--- config.mk ---
export PLATFORM = sky130hd
export DESIGN_NAME = blockram_stream_reader
export DESIGN_NICKNAME = d
export VERILOG_FILES = /design/src/rtl/blockram_stream_reader_pkg.sv /design/src/rtl/blockram_stream_reader_fifo2.sv /design/src/rtl/blockram_stream_reader.sv
export SDC_FILE = /design/constraint.sdc
export NUM_CORES = 1
export LEC_CHECK = 0
export ABC_AREA = 1
export CAP_MARGIN = 20
export CORE_MARGIN = 1.5
export CORE_UTILIZATION = 35
export CTS_CLUSTER_DIAMETER = 80
export DETAILED_ROUTE_END_ITERATION = 16
export HOLD_SLACK_MARGIN = 0.02
export PLACE_DENSITY = 0.61
export SLEW_MARGIN = 20
export SYNTH_ARGS = -nofsm -noshare
export SYNTH_HDL_FRONTEND = slang
export SYNTH_SLANG_ARGS = --single-unit
export TNS_END_PERCENT = 100
--- constraint.sdc ---
create_clock -name clk -period 3.8 [get_ports clk]
set_clock_uncertainty 0.2 [all_clocks]
set_input_delay 0.95 -clock clk [delete_from_list [all_inputs] [get_ports clk]]
set_output_delay 0.95 -clock clk [all_outputs]
set_load 0.1 [all_outputs]
--- src/rtl/blockram_stream_reader_pkg.sv ---
// Shared definitions for the blockram stream reader: FSM states and the
// number of words the reader may own at once (in flight plus buffered).
package blockram_stream_reader_pkg;

  typedef enum logic [1:0] {
    ST_IDLE  = 2'd0,
    ST_READ  = 2'd1,
    ST_DRAIN = 2'd2
  } state_t;

  localparam logic [2:0] FIFO_DEPTH = 3'd2;

endpackage

--- src/rtl/blockram_stream_reader_fifo2.sv ---
// Two-entry register FIFO holding {last, data} beats between the blockram
// read port and the output stream.
module bram_rd_fifo2 #(
  parameter int WIDTH = 33
) (
  input  logic             clk,
  input  logic             rst_n,
  input  logic             push,
  input  logic [WIDTH-1:0] push_data,
  input  logic             pop,
  output logic [WIDTH-1:0] pop_data,
  output logic [1:0]       count
);

  logic [WIDTH-1:0] mem [0:1];
  logic             wr_ptr;
  logic             rd_ptr;

  assign pop_data = mem[rd_ptr];

  always_ff @(posedge clk or negedge rst_n) begin
    if (!rst_n) begin
      mem[0] <= '0;
      mem[1] <= '0;
      wr_ptr <= 1'b0;
      rd_ptr <= 1'b0;
      count  <= 2'd0;
    end else begin
      if (push) begin
        mem[wr_ptr] <= push_data;
        wr_ptr      <= ~wr_ptr;
      end
      if (pop) begin
        rd_ptr <= ~rd_ptr;
      end
      if (push && !pop) begin
        count <= count + 2'd1;
      end else if (pop && !push) begin
        count <= count - 2'd1;
      end
    end
  end

endmodule

--- src/rtl/blockram_stream_reader.sv ---
// Blockram read engine: turns an (address, length) command into port-b reads
// and presents the returned words as a valid/ready stream with a last flag.
module blockram_stream_reader
  import blockram_stream_reader_pkg::*;
#(
  parameter int DATA_WIDTH = 32,
  parameter int ADDR_WIDTH = 10
) (
  input  logic                  clk,
  input  logic                  rst_n,
  input  logic                  cmd_valid,
  output logic                  cmd_ready,
  input  logic [ADDR_WIDTH-1:0] cmd_addr,
  input  logic [ADDR_WIDTH-1:0] cmd_len,
  output logic [ADDR_WIDTH-1:0] ram_addrb,
  output logic                  ram_enb,
  input  logic [DATA_WIDTH-1:0] ram_dob,
  output logic [DATA_WIDTH-1:0] m_data,
  output logic                  m_valid,
  input  logic                  m_ready,
  output logic                  m_last,
  output logic                  busy
);

  localparam logic [ADDR_WIDTH:0] ONE = {{ADDR_WIDTH{1'b0}}, 1'b1};

  state_t                state;
  state_t                state_next;
  logic [ADDR_WIDTH-1:0] addr;
  logic [ADDR_WIDTH:0]   reads_left;
  logic                  inflight;
  logic                  inflight_last;
  logic [1:0]            fifo_count;
  logic [DATA_WIDTH:0]   fifo_out;
  logic                  pop;
  logic                  issue;
  logic                  last_issue;
  logic                  accept;
  logic [2:0]            owned;

  assign pop        = m_valid & m_ready;
  assign accept     = cmd_valid & cmd_ready;
  assign last_issue = (reads_left == ONE);
  // Words already committed to the reader once this cycle's pop is taken out.
  assign owned      = {1'b0, fifo_count} + {2'b00, inflight} - {2'b00, pop};

  assign cmd_ready  = rst_n && (state == ST_IDLE);
  assign ram_enb    = issue;
  assign ram_addrb  = addr;
  assign m_valid    = (fifo_count != 2'd0);
  assign {m_last, m_data} = fifo_out;
  assign busy       = (state != ST_IDLE) || (fifo_count != 2'd0);

  always_comb begin
    state_next = state;
    issue      = 1'b0;
    case (state)
      ST_IDLE: begin
        if (cmd_valid) begin
          state_next = ST_READ;
        end
      end
      ST_READ: begin
        if (owned < FIFO_DEPTH) begin
          issue = 1'b1;
          if (last_issue) begin
            state_next = ST_DRAIN;
          end
        end
      end
      ST_DRAIN: begin
        if (pop && m_last) begin
          state_next = ST_IDLE;
        end
      end
      default: state_next = ST_IDLE;
    endcase
  end

  // reads_left is one bit wider than the address so a full-memory command fits.
  always_ff @(posedge clk or negedge rst_n) begin
    if (!rst_n) begin
      state         <= ST_IDLE;
      addr          <= '0;
      reads_left    <= '0;
      inflight      <= 1'b0;
      inflight_last <= 1'b0;
    end else begin
      state         <= state_next;
      inflight      <= issue;
      inflight_last <= issue & last_issue;
      if (accept) begin
        addr       <= cmd_addr;
        reads_left <= {1'b0, cmd_len} + ONE;
      end else if (issue) begin
        addr       <= addr + 1'b1;
        reads_left <= reads_left - ONE;
      end
    end
  end

  bram_rd_fifo2 #(
    .WIDTH(DATA_WIDTH + 1)
  ) u_fifo (
    .clk      (clk),
    .rst_n    (rst_n),
    .push     (inflight),
    .push_data({inflight_last, ram_dob}),
    .pop      (pop),
    .pop_data (fifo_out),
    .count    (fifo_count)
  );

endmodule

; ---- Word level (Yosys, flattened, before mapping)
; Index checks and enable logic that the tools add are counted.
[totals]
in_bits = 56
wordCells = 68
regBits = 95
out_inout_bits = 47
[op_classes]
add_sub_neg = 7
n_lt_le_gt_ge = 4
muxes = 19
bitwise_logic = 7
n_reduce_logical = 14
n_eq_ne = 7
[op_table]
columns = operator, count
row1 = 2-to-1 mux 33 bit, 4
row2 = bitwise mux 66 bit, 1
row3 = demux 33 bit (select 1 bit), 1
row4 = 2-to-1 mux 11 bit, 2
row5 = 2-to-1 mux 10 bit, 2
row6 = 2-to-1 mux 2 bit, 6
row7 = adder 10 x 1 -> 11 bit (second input constant), 1
row8 = equality test 11 x 1 -> 1 bit (second input constant), 1
row9 = subtractor 11 x 1 -> 11 bit (second input constant), 1
row10 = adder 10 x 1 -> 10 bit (second input constant), 1
row11 = != test 2 bit (second input constant), 4
row12 = nonzero test 2 bit, 4
row13 = case mux 2 bit (3 select lines), 1
row14 = logical AND 1 bit, 5
row15 = >= comparator 2 bit (second input constant), 2
row16 = NOT 1 -> 2 bit, 2
row17 = AND reduction 4 bit, 1
row18 = adder 2 x 1 -> 3 bit, 1
row19 = AND 1 bit, 3
row20 = less-than comparator 3 x 2 -> 1 bit (second input constant), 1
row21 = subtractor 3 x 1 -> 3 bit, 1
row22 = adder 2 x 1 -> 2 bit (second input constant), 1
row23 = equality test 2 x 1 -> 1 bit (second input constant), 1
row24 = equality test 2 bit (second input constant), 1
row25 = 7 further kinds, 10

; ---- Depth between registers and ports, before layout
; Gate-level depths: netlist (run 1).
[logic_depth]
word_depth = 8
mapped_depth = 15
ltp_nobuf = 15

; ---- By module
; From an unflattened synthesis (run 1), not the netlist that was laid out.
[unflattened]
hier_cells = 577
hier_area_um2 = 4968.5
[modules_own_cells]
columns = module, n_inst, area_per_inst_um2, seq_area_each_um2, cells_per_inst
row1 = bram_rd_fifo2, 1, 3049.2, 1751.7, 305
row2 = blockram_stream_reader, 1, 1919.3, 625.6, 272

; ---- Worst setup path after synthesis (run 1)
; No wires, ideal clock.
[synth_timing]
kind = register to output
startpoint = register u_fifo.count[0]
endpoint = output ram_enb
n_path_buf = 0
arrival_ns = 3.541
required_time_ns = 2.650
slack_ns = -0.891
stages_incl_launch_ff = 10
path_cell_list = dfrtp_1 -> inv_1 -> nand2_1 -> nand2_1 -> inv_1 -> ha_1 -> or2_2 -> fa_1 -> nand3_1 -> nor2_2
[synth_between]
elab_chain_len = 6
elab_cells_between_ends = 7
classes_between = add/sub (2) / order compare (1) / mux (2) / bitwise (1) / reduce/logical (1)
[synth_lines]
columns = item, line
row1 = start: declaration, blockram_stream_reader_fifo2.sv:12  ; output logic [1:0] count
row2 = start signal: assignment, blockram_stream_reader_fifo2.sv:37  ; count <= count + 2'd1;
row3 = start signal: assignment, blockram_stream_reader_fifo2.sv:39  ; count <= count - 2'd1;
row4 = nonzero test 2 bit, blockram_stream_reader.sv:50  ; assign m_valid = (fifo_count != 2'd0);
row5 = via m_valid, blockram_stream_reader.sv:19  ; output logic m_valid,
row6 = AND 1 bit, blockram_stream_reader.sv:41  ; assign pop = m_valid & m_ready;
row7 = via pop, blockram_stream_reader.sv:35  ; logic pop;
row8 = subtractor 3 x 1 -> 3 bit, blockram_stream_reader.sv:45  ; assign owned = {1'b0, fifo_count} + {2'b00, inflight} - {2'b00, pop};
row9 = less-than comparator 3 x 2 -> 1 bit, blockram_stream_reader.sv:64  ; if (owned < FIFO_DEPTH) begin
row10 = 2-to-1 mux 1 bit, blockram_stream_reader.sv:64
row11 = 2-to-1 mux 1 bit, blockram_stream_reader.sv:57  ; case (state)
row12 = end: declaration, blockram_stream_reader.sv:16  ; output logic ram_enb,
; The timed path passes the listed nets, and every way through them passes these cells.

; ---- Worst setup path in the final report (run 1)
[layout_timing]
startpoint = input m_ready
endpoint = output ram_enb
[layout_between]
elab_chain_len = 5
[layout_lines]
columns = item, line
row1 = start: declaration, blockram_stream_reader.sv:20  ; input logic m_ready,
row2 = AND 1 bit, blockram_stream_reader.sv:41
row3 = via pop, blockram_stream_reader.sv:35
row4 = subtractor 3 x 1 -> 3 bit, blockram_stream_reader.sv:45
row5 = less-than comparator 3 x 2 -> 1 bit, blockram_stream_reader.sv:64
row6 = 2-to-1 mux 1 bit, blockram_stream_reader.sv:64
row7 = 2-to-1 mux 1 bit, blockram_stream_reader.sv:57
; The timed path passes the listed nets, and every way through them passes these cells.

==> metrics.cfg, run 1 <==
[cts]
cts_buffer_depth=2
cts_sinks=95
htreeDepth=3
cts_made_buffers=9
cts_tree=done
clock_latency_ns=0.33
ctsRootBufferMaster=clkbuf_16
clk_pin_slew_ns=0.06

[layout]
nets=787
final_layout_size_suffix_gt1_frac=0.143
diodes=0
area_growth_pct=37.8
fillers=1291

[floorplan]
die_w_um=121
start_util=0.362
die_h_um=121
die_area_um2=14500
design.core.area_um2=13300
io_pins=103
rows=42

[logic_synthesis]
synth_top_family_by_area=simple AND/OR/NAND/NOR gates
synth.cell_area_um2=4840
netlist-cell-type-count=37
synth_fp_nets=690
ys_ff_latch=95
synthCells=627
synth.area.mux_share=0
synth-simple-area-share=0.286
ys_warn_count=0
synth_compound_area_frac=0.107
synth-xor-area-share=0.0181
synth_seq_area_share=0.492
synth_area_per_cell_um2=7.71
synthAdderAreaFrac=0.0197

[sta]
fin_crit_ns=3.71
grt_setup_unrepaired=true
whs_ns=0.285
finalHoldViolations=0
slew_violations=0
period_share=0.977
tightest_slew_ns=0.833
fmax_ghz=0.269
max_slew_margin=0.445
setup_viol=0

[place]
dpl.hpwl_um=8120
port_buffers=102
globalplace.congestion=0.808

[worst_setup_path]
worst-path-max-fanout=2
critPathRequiredTime_ns=2.65
start_kind=input pin
crit-reg2reg-launch=u_fifo.count[1]$_DFFE_PN0P_
ff2ff_setup_slack_ns=1.01
path_class=input pin to output port
crit_start=m_ready
rr_worst_depth=14
timing.rr.end=reads_left[5]$_DFFE_PN0P_
worstSetupEndpointType=output port
worstPathArrival_ns=2.56

[routing]
ant_nets=0
wl_per_cell_um=12.8
drt_drc_violations_left=0
via_per_inst=4.81
first_iter_violations=353
drt-pass1-iter-count=5
wl_um=11600
vias=4357

[worst_hold_path]
holdPathStages=2
hp-class=register to register
holdCritStartpoint=u_fifo.mem[36]$_DFFE_PN0P_
holdPathEnd=u_fifo.mem[36]$_DFFE_PN0P_

[global_routing]
first_global_vias=4097
grt_pass1_wl_um=19500
grt.total_usage=0.166
grt_max_degree=68
overflow=0
antenna_found_initial=0

[run]
max_cap_violations=0

[run_status]
status=complete, no violations

## per-layer routing
metal	up-vias	global-route usage	wire, um
met5	-	0	0
met4	0	0.0507	116
met3	10	0.0325	825
met2	154	0.258	5260
met1	2034	0.233	5410
li1	2159	-	-
## worst max path at each step
stage,cells after the start,endpoint,slack [ns]
floorplan,7,ram_enb,-0.07
global placement,10,ram_enb,-0.41
detailed placement,10,ram_enb,-0.44
CTS,9,ram_enb,0.07
global route,9,ram_enb,-0.006
finish,9,ram_enb,0.09
## cell usage after synthesis (all sizes together)
master / n / share of area
nand2: 246 / 0.20
a21oi: 7 / 0.0080
a31oi: 3 / 0.0052
o22ai: 2 / 0.0026
nor3: 4 / 0.0065
xnor2: 3 / 0.0054
buf: 13 / 0.017
dfrtp: 95 / 0.49
o21ai: 81 / 0.084
fa: 1 / 0.0041
ha: 6 / 0.016
inv: 64 / 0.050
o211ai: 2 / 0.0031
nor2: 31 / 0.028
nand4: 5 / 0.0096
xor2: 7 / 0.013
and2: 1 / 0.0013
nand3: 31 / 0.033
clkinv: 1 / 0.00078
or2: 6 / 0.0078
nand3b: 3 / 0.0047
clkbuf: 13 / 0.010
a22oi: 2 / 0.0041
## placed cells by master (no fill, tap or decap), drive strengths merged, types with 7 or more instances in the layout
| master | netlist | layout |
|---|---|---|
| a21oi | 7 | 7 |
| buf | 13 | 59 |
| clkbuf | 13 | 12 |
| clkdlybuf4s50 | 0 | 53 |
| dfrtp | 95 | 95 |
| inv | 64 | 64 |
| nand2 | 246 | 246 |
| nand3 | 31 | 31 |
| nor2 | 31 | 31 |
| o21ai | 81 | 81 |
| xor2 | 7 | 7 |
## per-stage QoR
stage           util  setup WS, ns   TNS, ns  instances  instance area, um2
6_report       0.499        0.0858         0        905                6660
3_3_place_gp   0.478        -0.409    -0.409        888                6370
4_1_cts        0.499        0.0704         0        905                6660
2_1_floorplan      -       -0.0742   -0.0742        627                4880
5_1_grt        0.499      -0.00552  -0.00552        905                6660
3_5_place_dp   0.478        -0.437    -0.437        888                6370
## cell type report
class | count | area [um2] | share of cell area
Multi-Input combinational cell | 441 | 2140 | 0.321
Inverter | 65 | 244 | 0.0366
Timing Repair Buffer | 112 | 1410 | 0.211
Clock buffer | 12 | 246 | 0.0370
Clock inverter | 4 | 31.3 | 0.00469
Tap cell | 176 | 220 | 0.0330
Sequential cell | 95 | 2380 | 0.357
## flip-flops by register name, indices dropped and copies added (netlist names)
register	count
inflight	1
inflight_last	1
ram_addrb	10
reads_left	11
state	2
u_fifo.count	2
u_fifo.mem	66
u_fifo.rd_ptr	1
u_fifo.wr_ptr	1
## repair_timing
| action | 4_1_cts | 5_1_grt |
|---|---|---|
| pin swaps | 3 | 0 |
| hold buffers | 0 | 0 |
| setup endpoints to repair | 1 | 1 |
| setup buffers | 1 | 0 |
| resized for setup | 5 | 1 |
| cloned | 0 | 0 |
## logic make-up after synthesis
family / after synthesis
simple gates: 327
compound gates: 97
flops: 95
buf+inv: 91
xor+xnor: 10
fa+ha+maj: 7
## worst max-delay path, stage by stage
cell and delay [ns]:
buf_2 0.11, nand2_4 0.06, inv_2 0.04, ha_4 0.20, or2_4 0.22, fa_1 0.52
nand3_2 0.10, nor2_4 0.15, buf_12 0.19
Power of run 1 is not shown: default switching activity piles up to over one toggle a cycle in this logic, so the estimate is an artifact.
==> run 2, diff against run 1 <==
CTS_CLUSTER_SIZE = 12   (was unset)
==> results of run 2 <==
The final DEF is identical to that of run 1; final timing and power are the same.
Power of run 2 is left out for the same reason.
